`src/rtl/cla_pipe_addsub.sv`:
```
// Pipelined two-level carry-lookahead adder/subtractor with valid/ready global stall.
// Optional: define CLA_PIPE_SAT_EN to clamp out_sum on overflow.

// Segment adder: 4-bit group lookahead, groups chained by 4-group lookahead blocks.
module cla_seg #(
  parameter int unsigned NG = 1
) (
  input  logic [4*NG-1:0] a,
  input  logic [4*NG-1:0] b,
  input  logic            cin,
  output logic [4*NG-1:0] sum,
  output logic            cout
);
  logic [4*NG-1:0] g, p, c;
  logic [NG-1:0]   gg, gp;
  logic [NG:0]     gc;

  always_comb begin
    g  = a & b;
    p  = a | b;
    gg = '0;
    gp = '0;
    for (int j = 0; j < int'(NG); j++) begin
      gg[j] = g[4*j+3] | (p[4*j+3] & g[4*j+2]) | (p[4*j+3] & p[4*j+2] & g[4*j+1])
            | (p[4*j+3] & p[4*j+2] & p[4*j+1] & g[4*j]);
      gp[j] = &p[4*j +: 4];
    end
  end

  // Group carries: each block of four groups looks ahead from its own block carry-in.
  always_comb begin
    logic [NG:0] gc_v;
    logic        acc, t;
    int          bb;
    gc_v    = '0;
    gc_v[0] = cin;
    for (int j = 0; j < int'(NG); j++) begin
      bb  = j - (j % 4);
      acc = gc_v[bb];
      for (int i = bb; i <= j; i++) acc = acc & gp[i];
      for (int i = bb; i <= j; i++) begin
        t = gg[i];
        for (int k = i + 1; k <= j; k++) t = t & gp[k];
        acc = acc | t;
      end
      gc_v[j+1] = acc;
    end
    gc = gc_v;
  end

  always_comb begin
    logic acc, t;
    c = '0;
    for (int j = 0; j < int'(NG); j++) begin
      for (int bi = 0; bi < 4; bi++) begin
        acc = gc[j];
        for (int i = 0; i < bi; i++) acc = acc & p[4*j+i];
        for (int i = 0; i < bi; i++) begin
          t = g[4*j+i];
          for (int k = i + 1; k < bi; k++) t = t & p[4*j+k];
          acc = acc | t;
        end
        c[4*j+bi] = acc;
      end
    end
    sum  = a ^ b ^ c;
    cout = gc[NG];
  end
endmodule

module cla_pipe_addsub #(
  parameter int unsigned WIDTH  = 32,
  parameter int unsigned STAGES = 2
) (
  input  logic             clk,
  input  logic             rst,
  input  logic             in_valid,
  output logic             in_ready,
  input  logic [WIDTH-1:0] in_a,
  input  logic [WIDTH-1:0] in_b,
  input  logic             in_sub,
  input  logic             in_signed,
  output logic             out_valid,
  input  logic             out_ready,
  output logic [WIDTH-1:0] out_sum,
  output logic             out_cout,
  output logic             out_ovf
);
  localparam int unsigned NG   = WIDTH / 4;
  localparam int unsigned BASE = NG / STAGES;
  localparam int unsigned G0   = BASE + (NG % STAGES);

  logic             advance;
  logic             out_valid_q, out_valid_d, out_cout_q, out_cout_d, out_ovf_q, out_ovf_d;
  logic [WIDTH-1:0] out_sum_q, out_sum_d;
  logic [WIDTH-1:0] fin_sum;
  logic             fin_valid, fin_cout, fin_ovf;

  assign advance  = out_ready || !out_valid_q;
  assign in_ready = advance;

  for (genvar s = 0; s < STAGES; s++) begin : g_seg
    localparam int unsigned LO  = (s == 0) ? 0 : 4 * (G0 - BASE + s * BASE);
    localparam int unsigned NGS = (s == 0) ? G0 : BASE;
    localparam int unsigned HI  = LO + 4 * NGS;

    logic [WIDTH-1:LO] a_i, bx_i;
    logic [HI-1:0]     sum_all;
    logic [HI-LO-1:0]  seg_sum;
    logic              c_i, v_i, sub_i, sgn_i, seg_cout;

    if (s == 0) begin : g_src
      assign a_i     = in_a;
      assign bx_i    = in_b ^ {WIDTH{in_sub}};
      assign c_i     = in_sub;
      assign v_i     = in_valid;
      assign sub_i   = in_sub;
      assign sgn_i   = in_signed;
      assign sum_all = seg_sum;
    end else begin : g_src
      assign a_i     = g_seg[s-1].g_reg.a_q;
      assign bx_i    = g_seg[s-1].g_reg.bx_q;
      assign c_i     = g_seg[s-1].g_reg.c_q;
      assign v_i     = g_seg[s-1].g_reg.v_q;
      assign sub_i   = g_seg[s-1].g_reg.sub_q;
      assign sgn_i   = g_seg[s-1].g_reg.sgn_q;
      assign sum_all = {seg_sum, g_seg[s-1].g_reg.sum_q};
    end

    cla_seg #(.NG(NGS)) u_seg (
      .a   (a_i[HI-1:LO]),
      .b   (bx_i[HI-1:LO]),
      .cin (c_i),
      .sum (seg_sum),
      .cout(seg_cout)
    );

    if (s < STAGES - 1) begin : g_reg
      // Unconsumed operand bits skew forward; finished low sum bits de-skew forward.
      logic [WIDTH-1:HI] a_q, a_d, bx_q, bx_d;
      logic [HI-1:0]     sum_q, sum_d;
      logic              c_q, c_d, v_q, v_d, sub_q, sub_d, sgn_q, sgn_d;

      always_comb begin
        a_d   = a_q;
        bx_d  = bx_q;
        sum_d = sum_q;
        c_d   = c_q;
        v_d   = v_q;
        sub_d = sub_q;
        sgn_d = sgn_q;
        if (advance) begin
          a_d   = a_i[WIDTH-1:HI];
          bx_d  = bx_i[WIDTH-1:HI];
          sum_d = sum_all;
          c_d   = seg_cout;
          v_d   = v_i;
          sub_d = sub_i;
          sgn_d = sgn_i;
        end
      end

      always_ff @(posedge clk) begin
        if (rst) begin
          a_q   <= '0;
          bx_q  <= '0;
          sum_q <= '0;
          c_q   <= 1'b0;
          v_q   <= 1'b0;
          sub_q <= 1'b0;
          sgn_q <= 1'b0;
        end else begin
          a_q   <= a_d;
          bx_q  <= bx_d;
          sum_q <= sum_d;
          c_q   <= c_d;
          v_q   <= v_d;
          sub_q <= sub_d;
          sgn_q <= sgn_d;
        end
      end
    end else begin : g_fin
      logic a_msb, b_msb, s_msb;

      always_comb begin
        fin_valid = v_i;
        fin_cout  = seg_cout;
        fin_sum   = sum_all;
        a_msb     = a_i[WIDTH-1];
        b_msb     = bx_i[WIDTH-1];
        s_msb     = sum_all[WIDTH-1];
        if (sgn_i) fin_ovf = (a_msb == b_msb) && (s_msb != a_msb);
        else       fin_ovf = sub_i ? !seg_cout : seg_cout;
`ifdef CLA_PIPE_SAT_EN
        if (fin_ovf) begin
          if (!sgn_i) fin_sum = sub_i ? '0 : '1;
          else        fin_sum = a_msb ? {1'b1, {(WIDTH-1){1'b0}}} : {1'b0, {(WIDTH-1){1'b1}}};
        end
`endif
      end
    end
  end

  always_comb begin
    out_valid_d = out_valid_q;
    out_sum_d   = out_sum_q;
    out_cout_d  = out_cout_q;
    out_ovf_d   = out_ovf_q;
    if (advance) begin
      out_valid_d = fin_valid;
      out_sum_d   = fin_sum;
      out_cout_d  = fin_cout;
      out_ovf_d   = fin_ovf;
    end
  end

  always_ff @(posedge clk) begin
    if (rst) begin
      out_valid_q <= 1'b0;
      out_sum_q   <= '0;
      out_cout_q  <= 1'b0;
      out_ovf_q   <= 1'b0;
    end else begin
      out_valid_q <= out_valid_d;
      out_sum_q   <= out_sum_d;
      out_cout_q  <= out_cout_d;
      out_ovf_q   <= out_ovf_d;
    end
  end

  assign out_valid = out_valid_q;
  assign out_sum   = out_sum_q;
  assign out_cout  = out_cout_q;
  assign out_ovf   = out_ovf_q;
endmodule

```
`config.mk`:
```
export PLATFORM = sky130hd
export DESIGN_NAME = cla_pipe_addsub
export DESIGN_NICKNAME = d
export VERILOG_FILES = /design/src/rtl/cla_pipe_addsub.sv
export SDC_FILE = /design/constraint.sdc
export NUM_CORES = 1
export LEC_CHECK = 0
export CAP_MARGIN = 20
export CORE_ASPECT_RATIO = 0.9
export CORE_MARGIN = 2
export CORE_UTILIZATION = 47
export CTS_CLUSTER_SIZE = 25
export DETAILED_ROUTE_END_ITERATION = 8
export PLACE_DENSITY = 0.83
export SLEW_MARGIN = 30
export SYNTH_ARGS = -nofsm -noshare
export SYNTH_HDL_FRONTEND = slang
export SYNTH_SLANG_ARGS = --single-unit
export TNS_END_PERCENT = 50
```
`constraint.sdc`:
```
create_clock -name clk -period 3.2 [get_ports clk]
set_clock_uncertainty 0.05 [all_clocks]
set_input_delay 0.64 -clock clk [delete_from_list [all_inputs] [get_ports clk]]
set_output_delay 0.64 -clock clk [all_outputs]
set_load 0.01 [all_outputs]
```
==> results of run 1 <==
[registers in the layout, indices dropped and copies added (netlist names)]
signal	flops
fin_valid	1
g_seg.g_reg.a_q	16
g_seg.g_reg.bx_q	16
g_seg.g_reg.c_q	1
g_seg.g_reg.sgn_q	1
g_seg.g_reg.sub_q	1
g_seg.g_reg.sum_q	16
out_cout	1
out_ovf	1
out_sum	32
out_valid	1
[synth_stat cells (2+ instances only)]
master,count,area (sq um)
sky130_fd_sc_hd__nand2_1,106,397.9
sky130_fd_sc_hd__xor2_1,31,271.5
sky130_fd_sc_hd__a21oi_1,67,335.3
sky130_fd_sc_hd__nor4b_1,3,26.28
sky130_fd_sc_hd__nor3_1,9,45.04
sky130_fd_sc_hd__clkbuf_1,22,82.58
sky130_fd_sc_hd__nor2_1,44,165.2
sky130_fd_sc_hd__o21bai_1,4,30.03
sky130_fd_sc_hd__mux2i_1,4,40.04
sky130_fd_sc_hd__o21ai_0,4,20.02
sky130_fd_sc_hd__buf_2,3,15.01
sky130_fd_sc_hd__ha_1,64,800.8
sky130_fd_sc_hd__o21ai_1,3,15.01
sky130_fd_sc_hd__o21ba_2,3,30.03
sky130_fd_sc_hd__o31ai_1,2,15.01
sky130_fd_sc_hd__xnor2_1,23,201.4
sky130_fd_sc_hd__nor2b_1,7,43.79
sky130_fd_sc_hd__a211oi_1,29,217.7
sky130_fd_sc_hd__dfxtp_1,87,1742
sky130_fd_sc_hd__a21o_1,2,15.01
sky130_fd_sc_hd__nand3b_1,4,30.03
sky130_fd_sc_hd__nand2b_1,4,25.02
sky130_fd_sc_hd__o31ai_2,2,25.02
sky130_fd_sc_hd__inv_1,82,307.8
sky130_fd_sc_hd__buf_1,8,30.03
sky130_fd_sc_hd__fa_1,7,140.1
[worst min-delay path: stages, from the launching register on]
cell                      delay, ns
sky130_fd_sc_hd__dfxtp_1       0.31
sky130_fd_sc_hd__nand2_1       0.05
sky130_fd_sc_hd__a21oi_1       0.05
[routing by layer]
| layer | vias up | global-route usage, % |
|---|---|---|
| li1 | 2276 | - |
| met5 | - | 0 |
| met4 | 0 | 6.888 |
| met1 | 2084 | 23.64 |
| met2 | 104 | 37.64 |
| met3 | 22 | 3.596 |
[stage by stage]
| stage | instances | power (uW) | cell area (sq um) | setup slack [ns] |
|---|---|---|---|---|
| 3_3_place_gp | 887 | 2100 | 6528 | -0.1739 |
| 3_5_place_dp | 887 | 2146 | 6528 | -0.2262 |
| 4_1_cts | 901 | 3180 | 6814 | 0.1080 |
| 2_1_floorplan | 645 | 1804 | 5286 | 0.04154 |
| 6_report | 902 | 3157 | 6844 | 0.1140 |
| 5_1_grt | 902 | 3330 | 6844 | -0.01372 |
[final timing paths]
kind / to / start
setup reg to reg: out_ovf / g_seg[0].g_reg.a_q[24]
setup / recovery: g_seg[0].g_reg.sum_q[12] / in_b[4]
hold / removal: out_sum[4] / out_sum[4]
hold reg to reg: out_sum[4] / out_sum[4]
[power groups by stage]
stage	registers [uW]	clock network, uW	logic (uW)
2_1_floorplan	1320	0	486
4_1_cts	1290	1050	845
3_3_place_gp	1300	0	799
6_report	1280	1030	847
5_1_grt	1300	1090	940
3_5_place_dp	1310	0	838
[logic make-up after synthesis]
kind of cell	count (synthesis)	synth area share, %
AOI/OAI and AO/OA	126	15.85
buffers and inverters	116	8.316
DFF	87	32.98
muxes	4	0.7581
and+or+nand+nor	187	15.33
adders and majority gates	71	17.82
xor gates and xnor gates	54	8.955
[area by class of cell]
cell class                      instances  area (sq um)  share of cell area [%]
Clock buffer                           10         239.0                   3.492
Clock inverter                          4         47.55                  0.6947
Inverter                               83         311.5                   4.552
Multi-Input combinational cell        442          3118                   45.56
Sequential cell                        87          1742                   25.45
Tap cell                              152         190.2                   2.779
Timing Repair Buffer                  124          1196                   17.48
==> results.env, run 1 <==
DIE_Y_MICRONS=104.6
IO_PINS=106
SYNTHTOLAYOUTAREAGROWTH_PCT=29.59
GLOBAL_ROUTE.USAGE.TOTAL_PCT=20.49
YOSYSUNIQUECELLTYPES=47
N_FILL_CELL=960
COMBINATIONAL_SHARE_OF_POWER_PCT=26.8
DIE_WIDTH_MICRONS=115.7
LEAKAGE_uW=0.003043
POWER_SWITCHING_SHARE_PCT=28.32
CP.BUFFERS_INVERTERS=3
INITIALDRTVIOLATIONCOUNT=167
CP_DATA_REQUIRED_TIME_NS=3.39
YOSYS_WARNINGS=0
FINALSETUPTNS_NS=0
CTSHTREEMAXLEVEL=3
MOSTFREQUENTLAYOUTCELL='sky130_fd_sc_hd__nand2_1'
PLACE_CONGESTION=0.8339
START_UTIL_PCT=48.45
POWER_DENSITY_nW_PER_UM2=461.3
YS_FF_LATCH=87
CRITICAL_PATH.TOP_DELAY_FAMILY='compound AO/OA/AOI/OAI gates'
R2R_DEPTH=9
MOSTFREQUENTLAYOUTCELLS='sky130_fd_sc_hd__nand2_1, sky130_fd_sc_hd__clkdlybuf4s50_1, sky130_fd_sc_hd__dfxtp_1'
HOLD_PATH.CLASS='flop to flop'
SETUP_VIOL=0
TIMING_WORST_SLEW_PIN_VALUE_NS=0.9206
POSTCTSHOLDBUFS=0
ROUTED_VIA_DENSITY=4.973
FINAL_LAYOUT_SIZE_SUFFIX_GT1_SHARE_PCT=6.800
ANT_NETS=0
POSTCTSSETUPREPAIRBUFS=0
TIMING.SLEW.HEADROOM_PCT=38.63
ROUTE.VIAS.TOTAL=4486
FINAL_MAX_SLEW_VIOL_COUNT=0
SYNTH_AREA_SQ_UM=5281
DIEAREA_SQ_UM=12100
GRT_SETUP_UNREPAIRED='true'
START_KIND='primary input'
WORSTHOLDPATHCELLS=2
YOSYS_MOST_USED_DFF='sky130_fd_sc_hd__dfxtp_1'
HOLD_SLACK_NS=0.3997
GRT_FIRST_PASS_WIRELENGTH_MICRONS=20330
MAX_STAGE_DELAY_NS=0.42
P_CLK_SHARE_PCT=32.5
DETAILROUTE.WIRELENGTH.MET2_MICRONS=6319
CTS.CLK_SLEW.WORST_PATHS_NS=0.06
SEQ_POWER_SHARE_PCT=40.7
POST_CTS_RESIZED=0
CTS.PATH.MAX_BUFFERS=2
WORSTSETUPPATHTYPE='primary input to flop'
VIAS_IN_THE_FIRST_GLOBAL_ROUTE=4584
DETAIL_ROUTE.DRC_VIOLATIONS=0
FINAL_HOLD_VIOL_COUNT=0
LAYOUT_MIN_CYCLE_TIME_NS=3.086
MAX_CAP_VIOLATIONS=0
POST_SYNTH.CELL_AREA_AVG_SQ_UM=8.188
POST-ROUTE-UTIL_PCT=62.79
P_SWITCHING_uW=894.2
CLOCK_SINK_COUNT=87
CLKLATENCYLATEPIN_NS=0.33
FP.COREAREA_SQ_UM=10900
TRITONCTS.NUM_BUFFERS=9
RUN_STATUS='completed'
FINAL_NET_COUNT=888
DRT_FIRST_PASS_ITERS=4
WIRE_PER_INST_MICRONS=13.42
SYN-INSTANCE-COUNT=645
SYNTH_SEQUENTIAL_AREA_RATIO_PCT=32.98
CLOCK_TREE.ROOT_CELL='sky130_fd_sc_hd__clkbuf_16'
TOP_SIGNAL_LAYER_USED='met4'
PATH_DEPTH=12
SYNTH_ASYNC_SR_FLOP_SHARE_PCT=0
NUMBER_OF_FLOPS_MAPPED_TO_ENABLE_CELLS_BY_YOSYS=0
STD_CELL_ROWS=36
MAX-VDD-IR-DROP_V=0.0002619
DP_HPWL_MICRONS=9178
MET3_LENGTH_MICRONS=514
WL_MET1_MICRONS=5046
TOTAL_OF_BUFFERS_PLACED_ON_INPUT_AND_OUTPUT_PORTS=105
TIMING.REG2REG.SETUP_SLACK_NS=0.36
FMAX_MHz=324.0
NET_COUNT_OF_THE_MAPPED_NETLIST=786
ANTENNA_VIOLATIONS_BEFORE_REPAIR=0
CP-END-KIND='flop'
DIODES=0
GRT-OVFL-TOTAL=0
CTS_TREE='built'
CRITICAL_PATH.CELL_CHAIN='clkdlybuf4s50_1 > xnor2_1 > inv_1 > ha_1 > nor2b_1 > o21ai_0 > a21oi_1 > o41ai_2 > a21oi_1 > inv_1 > fa_1 > a211oi_1'
PATH_MAX_FANOUT=3
CELL_INTERNAL_POWER_uW=2263
FIN_CRIT_SH_PCT=96.44
TOTALWIRELENGTH_MICRONS=12110
GRT_START_MAX_NET_PINS=97
HIGHEST_DELAY_CELL_ALONG_THE_CRITICAL_PATH='sky130_fd_sc_hd__o41ai_2'
CP.ARRIVAL_NS=3.28
Note: power is estimated with default switching activity, not from simulation.
==> run 2: changes to the inputs <==
--- a/config.mk
+++ b/config.mk
@@ -8,12 +8,13 @@
 export CAP_MARGIN = 20
 export CORE_ASPECT_RATIO = 0.9
 export CORE_MARGIN = 2
-export CORE_UTILIZATION = 47
+export CORE_UTILIZATION = 48
 export CTS_CLUSTER_SIZE = 25
 export DETAILED_ROUTE_END_ITERATION = 8
 export PLACE_DENSITY = 0.83
 export SLEW_MARGIN = 30
 export SYNTH_ARGS = -nofsm -noshare
 export SYNTH_HDL_FRONTEND = slang
+export SYNTH_HIERARCHICAL = 1
 export SYNTH_SLANG_ARGS = --single-unit
 export TNS_END_PERCENT = 50
==> run 2 against run 1 <==
  * Register-to-register slack gained 0.11 ns
  * Setup slack gained 0.13 ns
  * Sequential cell count is the same
  * Synthesized cell count grew 9.1%
  * Area after synthesis grew 11%
  * Sequential share of layout area shrank 1.6 points
  * Cell area grew 6.9%
  * First-iteration DRC count shrank 10%
==> results.env, run 2 <==
RUN_STATUS='completed'
DIE_Y_MICRONS=108.7
SYNTHTOLAYOUTAREAGROWTH_PCT=25.14
SYNTH_ASYNC_SR_FLOP_SHARE_PCT=0
CLOCK_SINK_COUNT=87
FIN_CRIT_SH_PCT=92.41
INITIALDRTVIOLATIONCOUNT=150
CP_DATA_REQUIRED_TIME_NS=3.34
DIE_WIDTH_MICRONS=120.3
CP-END-KIND='flop'
DETAIL_ROUTE.DRC_VIOLATIONS=0
LARGEST_REG_FLOPS=32
ROUTED_VIA_DENSITY=4.900
DIEAREA_SQ_UM=13080
POST-SYNTH-TOP-AREA-CELL='sky130_fd_sc_hd__dfxtp_1'
YOSYSUNIQUECELLTYPES=47
POST_CTS_RESIZED=0
POSTLAYOUTCELLAREA_SQ_UM=7317
NET_COUNT_OF_THE_MAPPED_NETLIST=846
TIMING_WORST_SLEW_PIN_VALUE_NS=0.7803
HIGHEST_DELAY_CELL_ALONG_THE_CRITICAL_PATH='sky130_fd_sc_hd__clkdlybuf4s50_1'
STD_CELL_ROWS=38
GLOBAL_ROUTE.USAGE.TOTAL_PCT=19.63
CTSHTREEMAXLEVEL=3
CTS.PATH.MAX_BUFFERS=2
FMAX_MHz=338.2
CRITICAL_PATH.TOP_DELAY_FAMILY='simple AND/OR/NAND/NOR gates'
MOSTFREQUENTLAYOUTCELL='sky130_fd_sc_hd__nand2_1'
PATH_MAX_FANOUT=3
GRT_SETUP_UNREPAIRED='false'
POSTCTSHOLDBUFS=0
YOSYS_MOST_USED_DFF='sky130_fd_sc_hd__dfxtp_1'
POST_SYNTH.CELL_AREA_AVG_SQ_UM=8.305
SYNTH_SEQUENTIAL_AREA_RATIO_PCT=29.79
CRITICAL_PATH.CELL_CHAIN='clkdlybuf4s50_1 > xor2_1 > inv_1 > ha_1 > or3_1 > nand2b_4 > a211oi_4 > nor3_2 > a21oi_2 > fa_1 > nand2_1 > a21oi_1'
SYNTH_AREA_SQ_UM=5847
VIAS_IN_THE_FIRST_GLOBAL_ROUTE=4720
DIODES=0
FP.COREAREA_SQ_UM=11980
FINAL_LAYOUT_SIZE_SUFFIX_GT1_SHARE_PCT=10.36
YOSYS_WARNINGS=6
WORSTSETUPPATHTYPE='primary input to flop'
REPORT.POWER.TOTAL_uW=3204
SYNTH_TOP_AREA_SHARE_PCT=29.79
SYNTHTOPCELLSBYCOUNT='sky130_fd_sc_hd__nand2_1, sky130_fd_sc_hd__a21oi_1, sky130_fd_sc_hd__dfxtp_1, sky130_fd_sc_hd__inv_1, sky130_fd_sc_hd__ha_1'
FINALWORSTSETUPSLACK_NS=0.2430
MOSTFREQUENTLAYOUTCELLS='sky130_fd_sc_hd__nand2_1, sky130_fd_sc_hd__clkdlybuf4s50_1, sky130_fd_sc_hd__a21oi_1'
LAYOUT_MIN_CYCLE_TIME_NS=2.957
MAX_STAGE_DELAY_NS=0.47
LEAKAGE_uW=0.003200
PLACE_CONGESTION=0.8621
NUMBER_OF_FLOPS_MAPPED_TO_ENABLE_CELLS_BY_YOSYS=0
CP.ARRIVAL_NS=3.09
MAX-VDD-IR-DROP_V=0.0002947
PLACEMENT.CELL_AREA_SQ_UM=7039
FINAL_HOLD_VIOL_COUNT=0
CTS_TREE='built'
DP_SLACK_NS=-0.1127
TRITONCTS.NUM_BUFFERS=9
GRT-OVFL-TOTAL=0
ANTENNA_VIOLATIONS_BEFORE_REPAIR=0
CTS.CLK_SLEW.WORST_PATHS_NS=0.06
YOSYSMOSTFREQUENTCELL='sky130_fd_sc_hd__nand2_1'
CLOCK_TREE.ROOT_CELL='sky130_fd_sc_hd__clkbuf_16'
TOTAL_OF_BUFFERS_PLACED_ON_INPUT_AND_OUTPUT_PORTS=105
TOTALWIRELENGTH_MICRONS=12390
GRT_START_MAX_NET_PINS=102
IO_PINS=106
START_KIND='primary input'
HOLD_SLACK_NS=0.3988
SETUP_VIOL=0
FINAL_NET_COUNT=948
START_UTIL_PCT=48.80
MAX_CAP_VIOLATIONS=0
TIMING.SLEW.HEADROOM_PCT=47.98
POSTCTSSETUPREPAIRBUFS=0
GRT_FIRST_PASS_WIRELENGTH_MICRONS=20780
DP_HPWL_MICRONS=9070
POWER_DENSITY_nW_PER_UM2=437.9
CP.BUFFERS_INVERTERS=2
SYNTH_AREA_LEADERS='sky130_fd_sc_hd__dfxtp_1, sky130_fd_sc_hd__ha_1, sky130_fd_sc_hd__nand2_1'
ROUTE.VIAS.TOTAL=4758
DRT_FIRST_PASS_ITERS=4
YS_FF_LATCH=87
CLKLATENCYLATEPIN_NS=0.33
ANT_NETS=0
HOLD_PATH.CLASS='flop to flop'
WIRE_PER_INST_MICRONS=12.76
SYN-INSTANCE-COUNT=704
FINAL_MAX_SLEW_VIOL_COUNT=0
==> run 2: cell types whose count changed after synthesis, sizes merged, moves of 6 or more <==
cell	before	now
a211oi	29	22
a21oi	67	89
buf	11	20
clkbuf	22	13
nand2	106	153
nand2b	5	11
nor2	44	21
==> run 2: final timing paths <==
path                                                 end  slack [ns]  cells after the start              startpoint
worst min register to register               out_sum[22]        0.40                      2             out_sum[22]
worst max-delay path            g_seg[0].g_reg.sum_q[12]        0.24                     12                 in_b[7]
worst max register to register                   out_ovf        0.47                     10  g_seg[0].g_reg.a_q[23]
worst min-delay path                         out_sum[22]        0.40                      2             out_sum[22]
==> run 2: layout make-up <==
cell class | count | area (sq um)
fillers | 1041 | 4664
clock buffers | 13 | 260.3
well taps | 160 | 200.2
inverters | 87 | 329.1
multi-input cells | 497 | 3578
repair buffers | 124 | 1190
flip-flops and latches | 87 | 1742
clock inverters | 3 | 17.52
==> run 2: tightest hold or removal path: stages, from the launching register on <==
cell	delay, ns
sky130_fd_sc_hd__dfxtp_1	0.31
sky130_fd_sc_hd__nand2_1	0.05
sky130_fd_sc_hd__a21oi_1	0.05
==> run 2: power breakdown <==
part | switching (uW) | leakage [uW] | internal [uW]
Combinational | 461 | 0.00234 | 482
Clock | 407 | 0.000136 | 566
Sequential | 75.8 | 0.000721 | 1210
==> run 2: metal layers <==
layer / up-vias / GRT usage [%] / routed length (microns)
met3: 10 / 4.393 / 535
met2: 91 / 34.29 / 5860
li1: 2466 / - / -
met5: - / 0 / 0
met4: 0 / 6.312 / 178
met1: 2191 / 24.17 / 5817
==> run 2: cell families (layout without fill, tap and decap cells) <==
logic type / Yosys count / in the layout / synth area share [%]
fa+ha+maj: 72 / 72 / 16.43
simple gates: 229 / 229 / 17.98
compound gates: 141 / 141 / 18.40
buf+inv: 120 / 227 / 9.159
xor+xnor: 55 / 55 / 8.239
flops: 87 / 87 / 29.79
==> run 2: through the flow <==
step / std cells / utilization (%) / TNS (ns)
floorplan: 704 / - / 0
global placement: 955 / 58.72 / -0.1318
detailed placement: 955 / 58.75 / -0.2496
CTS: 971 / 61.07 / 0
global route: 971 / 61.07 / 0
finish: 971 / 61.07 / 0
